**src/rtl/sort_4x8b_bubble_seq_ctrl_if.sv**
```systemverilog
// Producer/consumer handshake bundle for the sequential bubble-sort engine.
// The master modport is the environment side (producer + consumer); the slave
// modport is the sort engine.
interface sort_4x8b_bubble_seq_ctrl_if #(
   parameter int unsigned N = 4,
   parameter int unsigned W = 8
);
   localparam int unsigned CW = $clog2(N * (N - 1) / 2 + 1);

   logic              in_valid;
   logic              in_ready;
   logic [N*W-1:0]    in_data;
   logic              out_valid;
   logic              out_ready;
   logic [N*W-1:0]    out_data;
   logic              busy;
   logic [CW-1:0]     swap_cnt;

   modport master (
      output in_valid, in_data, out_ready,
      input  in_ready, out_valid, out_data, busy, swap_cnt
   );

   modport slave (
      input  in_valid, in_data, out_ready,
      output in_ready, out_valid, out_data, busy, swap_cnt
   );
endinterface

```
**src/rtl/sort_4x8b_bubble_seq_ctrl.sv**
```systemverilog
// Sequential bubble-sort engine: one compare-exchange unit walks a registered
// N-lane vector, one adjacent pair per clock, lane 0 ends up smallest.
// Optional feature macro: SORT_EARLY_EXIT_EN (stop after the first pass that
// performs no swap). Without it every vector takes the full (N-1)^2 compares.
module sort_4x8b_bubble_seq_ctrl #(
   parameter int unsigned N = 4,
   parameter int unsigned W = 8
) (
   input  logic                        clk,
   input  logic                        rst_n,
   sort_4x8b_bubble_seq_ctrl_if.slave  bus
);
   localparam int unsigned CW = $clog2(N * (N - 1) / 2 + 1);
   localparam int unsigned IW = $clog2(N);
   localparam logic [IW-1:0] LAST = IW'(N - 2);

   typedef enum logic [1:0] {
      IDLE = 2'd0,
      SORT = 2'd1,
      DONE = 2'd2
   } state_t;

   state_t          state;
   state_t          state_next;
   logic            in_ready_q, out_valid_q, busy_q;
   logic            in_ready_next, out_valid_next, busy_next;

   logic [W-1:0]    lane [N];
   logic [IW-1:0]   idx;
   logic [IW-1:0]   pass;
   logic [CW-1:0]   swap_cnt;

   logic            accept;
   logic            do_swap;
   logic            last_cmp;
   logic            early_exit;
   logic [W-1:0]    lane_lo;
   logic [W-1:0]    lane_hi;

   assign accept   = bus.in_valid & in_ready_q;
   assign lane_lo  = lane[idx];
   assign lane_hi  = lane[idx + IW'(1)];
   // Strict compare keeps equal lanes in place, so the sort is stable.
   assign do_swap  = (state == SORT) && (lane_lo > lane_hi);
   assign last_cmp = (pass == LAST) && (idx == LAST);

`ifdef SORT_EARLY_EXIT_EN
   logic pass_swap_q;
   logic pass_swap;

   // Swap seen so far in the current pass, including this cycle's compare.
   assign pass_swap  = ((idx == '0) ? 1'b0 : pass_swap_q) | do_swap;
   assign early_exit = (state == SORT) && (idx == LAST) && !pass_swap;

   // Per-pass swap flag, restarted at the first compare of each pass.
   always_ff @(posedge clk or negedge rst_n) begin
      if (!rst_n)              pass_swap_q <= 1'b0;
      else if (accept)         pass_swap_q <= 1'b0;
      else if (state == SORT)  pass_swap_q <= pass_swap;
   end
`else
   assign early_exit = 1'b0;
`endif

   // State and registered handshake flags.
   always_ff @(posedge clk or negedge rst_n) begin
      if (!rst_n) begin
         state       <= IDLE;
         in_ready_q  <= 1'b1;
         out_valid_q <= 1'b0;
         busy_q      <= 1'b0;
      end else begin
         state       <= state_next;
         in_ready_q  <= in_ready_next;
         out_valid_q <= out_valid_next;
         busy_q      <= busy_next;
      end
   end

   // Next-state decode.
   always_comb begin
      state_next = state;
      case (state)
         IDLE:    if (accept)                   state_next = SORT;
         SORT:    if (last_cmp || early_exit)   state_next = DONE;
         DONE:    if (bus.out_ready)            state_next = IDLE;
         default:                               state_next = IDLE;
      endcase
   end

   // Flag values for the state being entered, so the flags are flop outputs.
   always_comb begin
      in_ready_next  = 1'b0;
      out_valid_next = 1'b0;
      busy_next      = 1'b0;
      case (state_next)
         IDLE:    in_ready_next  = 1'b1;
         SORT:    busy_next      = 1'b1;
         DONE:    out_valid_next = 1'b1;
         default: in_ready_next  = 1'b1;
      endcase
   end

   // Lane registers, pair pointer, pass counter and swap counter.
   always_ff @(posedge clk or negedge rst_n) begin
      if (!rst_n) begin
         for (int i = 0; i < N; i++) lane[i] <= '0;
         idx      <= '0;
         pass     <= '0;
         swap_cnt <= '0;
      end else if (accept) begin
         for (int i = 0; i < N; i++) lane[i] <= bus.in_data[i*W +: W];
         idx      <= '0;
         pass     <= '0;
         swap_cnt <= '0;
      end else if (state == SORT) begin
         if (do_swap) begin
            lane[idx]           <= lane_hi;
            lane[idx + IW'(1)]  <= lane_lo;
            swap_cnt            <= swap_cnt + CW'(1);
         end
         if (idx == LAST) begin
            idx  <= '0;
            pass <= pass + IW'(1);
         end else begin
            idx  <= idx + IW'(1);
         end
      end
   end

   // Flatten lane registers onto the output bus.
   always_comb begin
      bus.out_data = '0;
      for (int i = 0; i < N; i++) bus.out_data[i*W +: W] = lane[i];
   end

   assign bus.in_ready  = in_ready_q;
   assign bus.out_valid = out_valid_q;
   assign bus.busy      = busy_q;
   assign bus.swap_cnt  = swap_cnt;
endmodule
```
**src/flat_wrapper.sv**
```systemverilog
// flat-port wrapper written by rule: the top's interface ports become plain ports
module sort_4x8b_bubble_seq_ctrl_flat 
#(
   parameter int unsigned N = 4,
   parameter int unsigned W = 8
)
  (clk, rst_n, bus_in_valid, bus_in_data, bus_out_ready, bus_in_ready, bus_out_valid, bus_out_data, bus_busy, bus_swap_cnt);
  sort_4x8b_bubble_seq_ctrl_if #(.N(N), .W(W)) bus_i ();
  input  logic clk;
  input  logic rst_n;
  input wire logic [$bits(bus_i.in_valid)-1:0] bus_in_valid;
  input wire logic [$bits(bus_i.in_data)-1:0] bus_in_data;
  input wire logic [$bits(bus_i.out_ready)-1:0] bus_out_ready;
  output wire logic [$bits(bus_i.in_ready)-1:0] bus_in_ready;
  output wire logic [$bits(bus_i.out_valid)-1:0] bus_out_valid;
  output wire logic [$bits(bus_i.out_data)-1:0] bus_out_data;
  output wire logic [$bits(bus_i.busy)-1:0] bus_busy;
  output wire logic [$bits(bus_i.swap_cnt)-1:0] bus_swap_cnt;
  assign bus_i.in_valid = bus_in_valid;
  assign bus_i.in_data = bus_in_data;
  assign bus_i.out_ready = bus_out_ready;
  assign bus_in_ready = bus_i.in_ready;
  assign bus_out_valid = bus_i.out_valid;
  assign bus_out_data = bus_i.out_data;
  assign bus_busy = bus_i.busy;
  assign bus_swap_cnt = bus_i.swap_cnt;
  sort_4x8b_bubble_seq_ctrl #(.N(N), .W(W)) u_core (.clk(clk), .rst_n(rst_n), .bus(bus_i));
endmodule
```
**config.mk**
```make
export PLATFORM = sky130hd
export DESIGN_NAME = sort_4x8b_bubble_seq_ctrl_flat
export DESIGN_NICKNAME = d
export VERILOG_FILES = /design/src/rtl/sort_4x8b_bubble_seq_ctrl_if.sv /design/src/rtl/sort_4x8b_bubble_seq_ctrl.sv /design/src/flat_wrapper.sv
export SDC_FILE = /design/constraint.sdc
export NUM_CORES = 1
export LEC_CHECK = 0
export ABC_AREA = 1
export CAP_MARGIN = 20
export CORE_ASPECT_RATIO = 1.2
export CORE_UTILIZATION = 25
export CTS_CLUSTER_DIAMETER = 40
export DETAILED_ROUTE_END_ITERATION = 10
export HOLD_SLACK_MARGIN = 0.02
export PLACE_DENSITY = 0.48
export SLEW_MARGIN = 20
export SYNTH_ARGS = -nofsm -noshare
export SYNTH_HDL_FRONTEND = slang
export SYNTH_SLANG_ARGS = --single-unit
```
**constraint.sdc**
```tcl
create_clock -name clk -period 4.7 [get_ports clk]
set_input_delay 0.94 -clock clk [delete_from_list [all_inputs] [get_ports clk]]
set_output_delay 0.94 -clock clk [all_outputs]
set_load 0.005 [all_outputs]
```
### Word level (Yosys, flattened, before mapping)

Cells that the tools add are included.

| cells by class | value |
|---|---|
| mux-type cells | 31 |
| add/subtract/negate cells | 3 |
| bitwise logic cells | 3 |
| $lt $le $gt $ge | 5 |
| reductions and logical operators | 11 |
| equality and inequality tests | 6 |

Operators by type and width:

| kind | number |
|---|---|
| 32-bit two-way mux | 3 |
| 32-bit bitwise mux | 2 |
| 8-bit two-way mux | 6 |
| 8-bit binary-select mux with 2-bit select | 2 |
| 8-bit demux with 2-bit select | 2 |
| 2-bit two-way mux | 9 |
| 3-bit two-way mux | 3 |
| 2-bit == test, second input constant | 4 |
| 8-bit greater-than comparator | 1 |
| 3-bit >= comparator, second input constant | 2 |
| 3-bit by 1-bit less-than comparator with 1-bit output, second input constant | 2 |
| 2-bit NOT with 3-bit output | 2 |
| 2-bit case mux with 3 select lines | 1 |
| 2-bit nonzero test | 3 |
| 2-bit by 1-bit adder with 2-bit output, second input constant | 2 |
| 2-bit by 1-bit == test with 1-bit output, second input constant | 2 |
| 1-bit logical AND | 4 |
| 2-bit AND reduction | 2 |
| 3-bit by 1-bit adder with 3-bit output, second input constant | 1 |
| 1-bit two-way mux | 3 |
| 2-bit logical NOT | 1 |
| 2-bit OR reduction | 1 |
| 1-bit bitwise AND | 1 |

| word-level totals | value |
|---|---|
| bits of input ports | 36 |
| word-level logic and storage cells | 70 |
| flip-flop bits (word level) | 44 |

### Logic depth before layout (Yosys ltp)

| depth | value |
|---|---|
| depth after elaboration | 10 |
| mapped depth | 22 |
| gate-level depth less buffers | 18 |

### Worst setup path before layout

OpenSTA, ideal clock, no wires.

| path | value |
|---|---|
| kind | register to register |
| start | register u_core.idx[0] |
| end | register u_core.lane, in the netlist u_core.bus.out_data[10] |
| period minus slack after synthesis | 2.872 ns |
| slack | 1.828 ns |
| data arrival time | 2.754 ns |
| stages on the path, launching flop included | 20 |
| buffers on the path | 5 |
| cells stage by stage | dfrtp_1 buf_6 inv_6 buf_6 ha_1 buf_2 inv_1 nand3_1 and2_1 inv_1 ha_1 a21o_1 nor2_1 nand2_2 nand2_2 nand2_2 buf_6 buf_6 nand3_1 nand2_1 |

| between the ends | value |
|---|---|
| cells in the longest elaborated chain, start to end | 10 |
| elaborated cells on any way between the ends | 28 |
| those cells by class | 1 x add/sub; 5 x order compare; 15 x mux; 2 x bitwise; 5 x reduce/logical |

Ends and longest elaborated chain:

| item | line | source |
|---|---|---|
| from (decl) | sort_4x8b_bubble_seq_ctrl.sv:29 | `logic [IW-1:0] idx;` |
| from (signal assigned) | sort_4x8b_bubble_seq_ctrl.sv:126 | `idx <= idx + IW'(1);` |
| parallel branches: the longest is 10 deep, another holds 8-bit greater-than comparator | n/a |  |
| to (signal, indexed assignment) | sort_4x8b_bubble_seq_ctrl.sv:118 | `lane[idx] <= lane_hi;` |
| to (signal, indexed assignment) | sort_4x8b_bubble_seq_ctrl.sv:119 | `lane[idx + IW'(1)] <= lane_lo;` |
| to (decl) | sort_4x8b_bubble_seq_ctrl.sv:28 | `logic [W-1:0] lane [N];` |

Parallel ways; which one is timed is not known. The select of a mux whose other input is x is not followed.
A chain may end at the register's enable or synchronous reset.

### Final worst setup path

| path | value |
|---|---|
| start | register u_core.idx[1] |
| end | register u_core.lane, in the netlist u_core.bus.out_data[21] |

Same word-level chain as after synthesis.

==> metrics.md <==
| Metric | Value |
|---|---|
| Startpoint types | `flip-flop` |
| Routed wl met3 | `567 µm` |
| CTS buffer count | `5` |
| Syn-to-layout area delta | `27.4%` |
| Placeable Area | `13800 µm²` |
| Post-route minimum period | `3.96 ns` |
| M1 wire length | `5970 µm` |
| Clock tree buffer depth | `2` |
| Synth area leaders | `dfrtp_1 31%, nand2_1 27%, nand3_1 17%` |
| Hold depth | `1` |
| Top-area cell type share of the netlist area | `30.6%` |
| Overall routed net length | `12900 µm` |
| Die area | `14500 µm²` |
| I/O Buffers | `73` |
| PwrDens | `751 nW/µm²` |
| Starting Density | `25.5%` |
| I/O pin cnt | `74` |
| Layout Nets | `655` |
| GR Overflow Total | `0` |
| Placed instance area | `4300 µm²` |
| Post-Layout Cell Count | `773` |
| CTS tree | `yes` |
| Final core occ | `32.5%` |
| Share of layout cells above drive strength 1 | `5.98%` |
| P_leak | `2.21 nW` |
| Final GP Congestion | `0.856` |
| Max Fclk | `0.252 GHz` |
| Chip height | `132 µm` |
| Met2 wire length | `6210 µm` |
| DR pass1 iterations | `5` |
| Ant. Diodes | `0` |
| Yosys cell types | `30` |
| Worst vdd ir | `301 µV` |
| DRT iter0 DRCs | `283` |
| Worst Hold Class | `reg2reg` |
| CTS resizes | `0` |
| Largest area contributor in the netlist | `dfrtp_1` |
| Max_slew headroom | `51.0%` |
| Critical Path End Type | `flip-flop` |
| Clock Pin Slew Worst Setup and Hold Paths | `0.07 ns` |
| Total nets after synthesis | `595` |
| DR top layer | `met4` |
| Post-CTS Setup Bufs | `0` |
| GRT Util Overall | `18.9%` |
| DPL Wire Length | `10100 µm` |
| Syn_area_per_cell | `6.49 µm²` |
| DR DRC count | `0` |
| Hold Vio Cnt, Final | `0` |
| Row count | `47` |
| RSZ-0062 raised after global routing | `false` |
| Latest clock arrival within the worst-skew pair | `0.29 ns` |
| Vias per Instance | `4.75` |
| Register area | `1100 µm²` |
| Worst Path Arrival | `4.14 ns` |
| Initial antenna violation count | `0` |
| Sequential fraction of the synthesis area | `31.4%` |
| Status | `finished, final reports clean` |
| Setup TNS | `0 ns` |
| Worst-margin pin slew | `0.733 ns` |
| Post-CTS Hold Buffers | `0` |
| Tot Pwr | `3.36 mW` |
| #FFs+latches synth | `44` |
| Antenna Nets Post-Route | `0` |
| Final setup viols | `0` |
| Die X | `110 µm` |
| Worst Reg-to-Reg Cells | `16` |
| WL/cell | `16.7 µm` |
| Final Max Slew Viols | `0` |
| Vias in the first global route | `3563` |
| Multi-input gate area | `2140 µm²` |
| Maxcap violations | `0` |
| CP required | `4.88 ns` |
| Synthesized area | `3510 µm²` |
| Placed cells | `765` |
| Max H-tree Level | `2` |
| Mapped Cells | `541` |
| First-pass GRT wire length | `20400 µm` |
| Total number of vias | `3670` |
| Synthesis Warnings | `0` |
| Worst Path Max Fanout | `38` |
| # fillers | `1568` |
| Clock root cell | `clkbuf_16` |
| Setup CP Type | `reg2reg` |
| Pin count of the biggest net entering global routing | `45` |
| Clock sinks | `44` |
| Final period utilization | `84.3%` |
| Clock skew | `0.00669 ns` |
| Fin area | `4470 µm²` |
worst max-delay path, stage by stage, from the launching register on:
cell	delay [ns]
dfrtp_1	0.58
inv_2	0.22
ha_1	0.52
inv_1	0.21
nand3_1	0.22
and2_1	0.26
inv_1	0.06
ha_1	0.29
nand2_1	0.09
nor2_4	0.12
nand2_1	0.08
nand2_2	0.07
nand2_2	0.08
nand2_2	0.55
nand2_2	0.30
nand2_1	0.12
nand2_1	0.06
layout make-up:
class	count	area share, %
inverters	27	2.38
well taps	171	4.78
multi-input cells	449	47.9
clock buffers	5	2.80
clock inverters	3	1.03
repair buffers	74	16.4
flip-flops and latches	44	24.6
flip-flops by register name, indices dropped and copies added (netlist names):
signal and count:
u_core.bus.in_ready 1, u_core.state 2, u_core.bus.swap_cnt 3, u_core.bus.out_data 32, u_core.idx 2, u_core.bus.busy 1
u_core.bus.out_valid 1, u_core.pass 2
report_power, final:
part           internal (mW)  total (mW)  switching, mW
logic                  0.778        2.28           1.50
clock network          0.253       0.412          0.159
registers              0.514       0.666          0.152
Yosys cell counts (all sizes together):
| master | count |
|---|---|
| a31oi | 1 |
| o21a | 1 |
| o22ai | 1 |
| nor2 | 12 |
| a21oi | 4 |
| clkbuf | 1 |
| dfrtp | 43 |
| dfstp | 1 |
| ha | 18 |
| nand3 | 120 |
| buf | 20 |
| nor3 | 2 |
| inv | 27 |
| xor2 | 1 |
| and2 | 16 |
| nand2 | 266 |
| o21ai | 5 |
| or2 | 1 |
| a21o | 1 |
layout by cell type, fill, tap and decap left out, drive strengths merged, types with 2 or more instances in the layout:
master / count
clkbuf: 5
dfrtp: 43
a21oi: 4
buf: 2
ha: 18
clkdlybuf4s50: 72
nand3: 120
o21ai: 5
inv: 28
and2: 16
nor3: 2
nand2: 266
nor2: 12
per-stage QoR:
step	hold WS (ns)	setup slack, ns
finish	0.499	0.737
global route	0.531	0.351
CTS	0.505	0.699
detailed placement	0.489	0.724
global placement	0.482	0.821
floorplan	0.468	1.83
logic make-up (layout without fill, tap and decap cells):
logic type / after synthesis / in the layout / synth area share, %
xor+xnor: 1 / 1 / 0.249
buf+inv: 48 / 109 / 7.59
fa+ha+maj: 18 / 18 / 6.41
simple gates: 417 / 417 / 52.0
flops: 44 / 44 / 31.4
compound gates: 13 / 13 / 2.39
per-layer routing:
layer,vias up,GRT usage [%]
met2,99,30.5
met3,12,2.32
met4,0,4.75
met5,-,0
li1,1856,-
met1,1703,26.6
final timing paths:
path	from	to	slack (ns)
max in group asynchronous	rst_n	u_core.bus.out_data[10]	3.64
worst max register to register	u_core.idx[1]	u_core.bus.out_data[21]	0.74
min in group asynchronous	rst_n	u_core.bus.out_data[26]	0.65
worst max-delay path	u_core.idx[1]	u_core.bus.out_data[21]	0.74
worst min-delay path	u_core.pass[1]	u_core.pass[1]	0.50
worst min register to register	u_core.pass[1]	u_core.pass[1]	0.50
No activity file was read; power rests on OpenSTA's default activity.
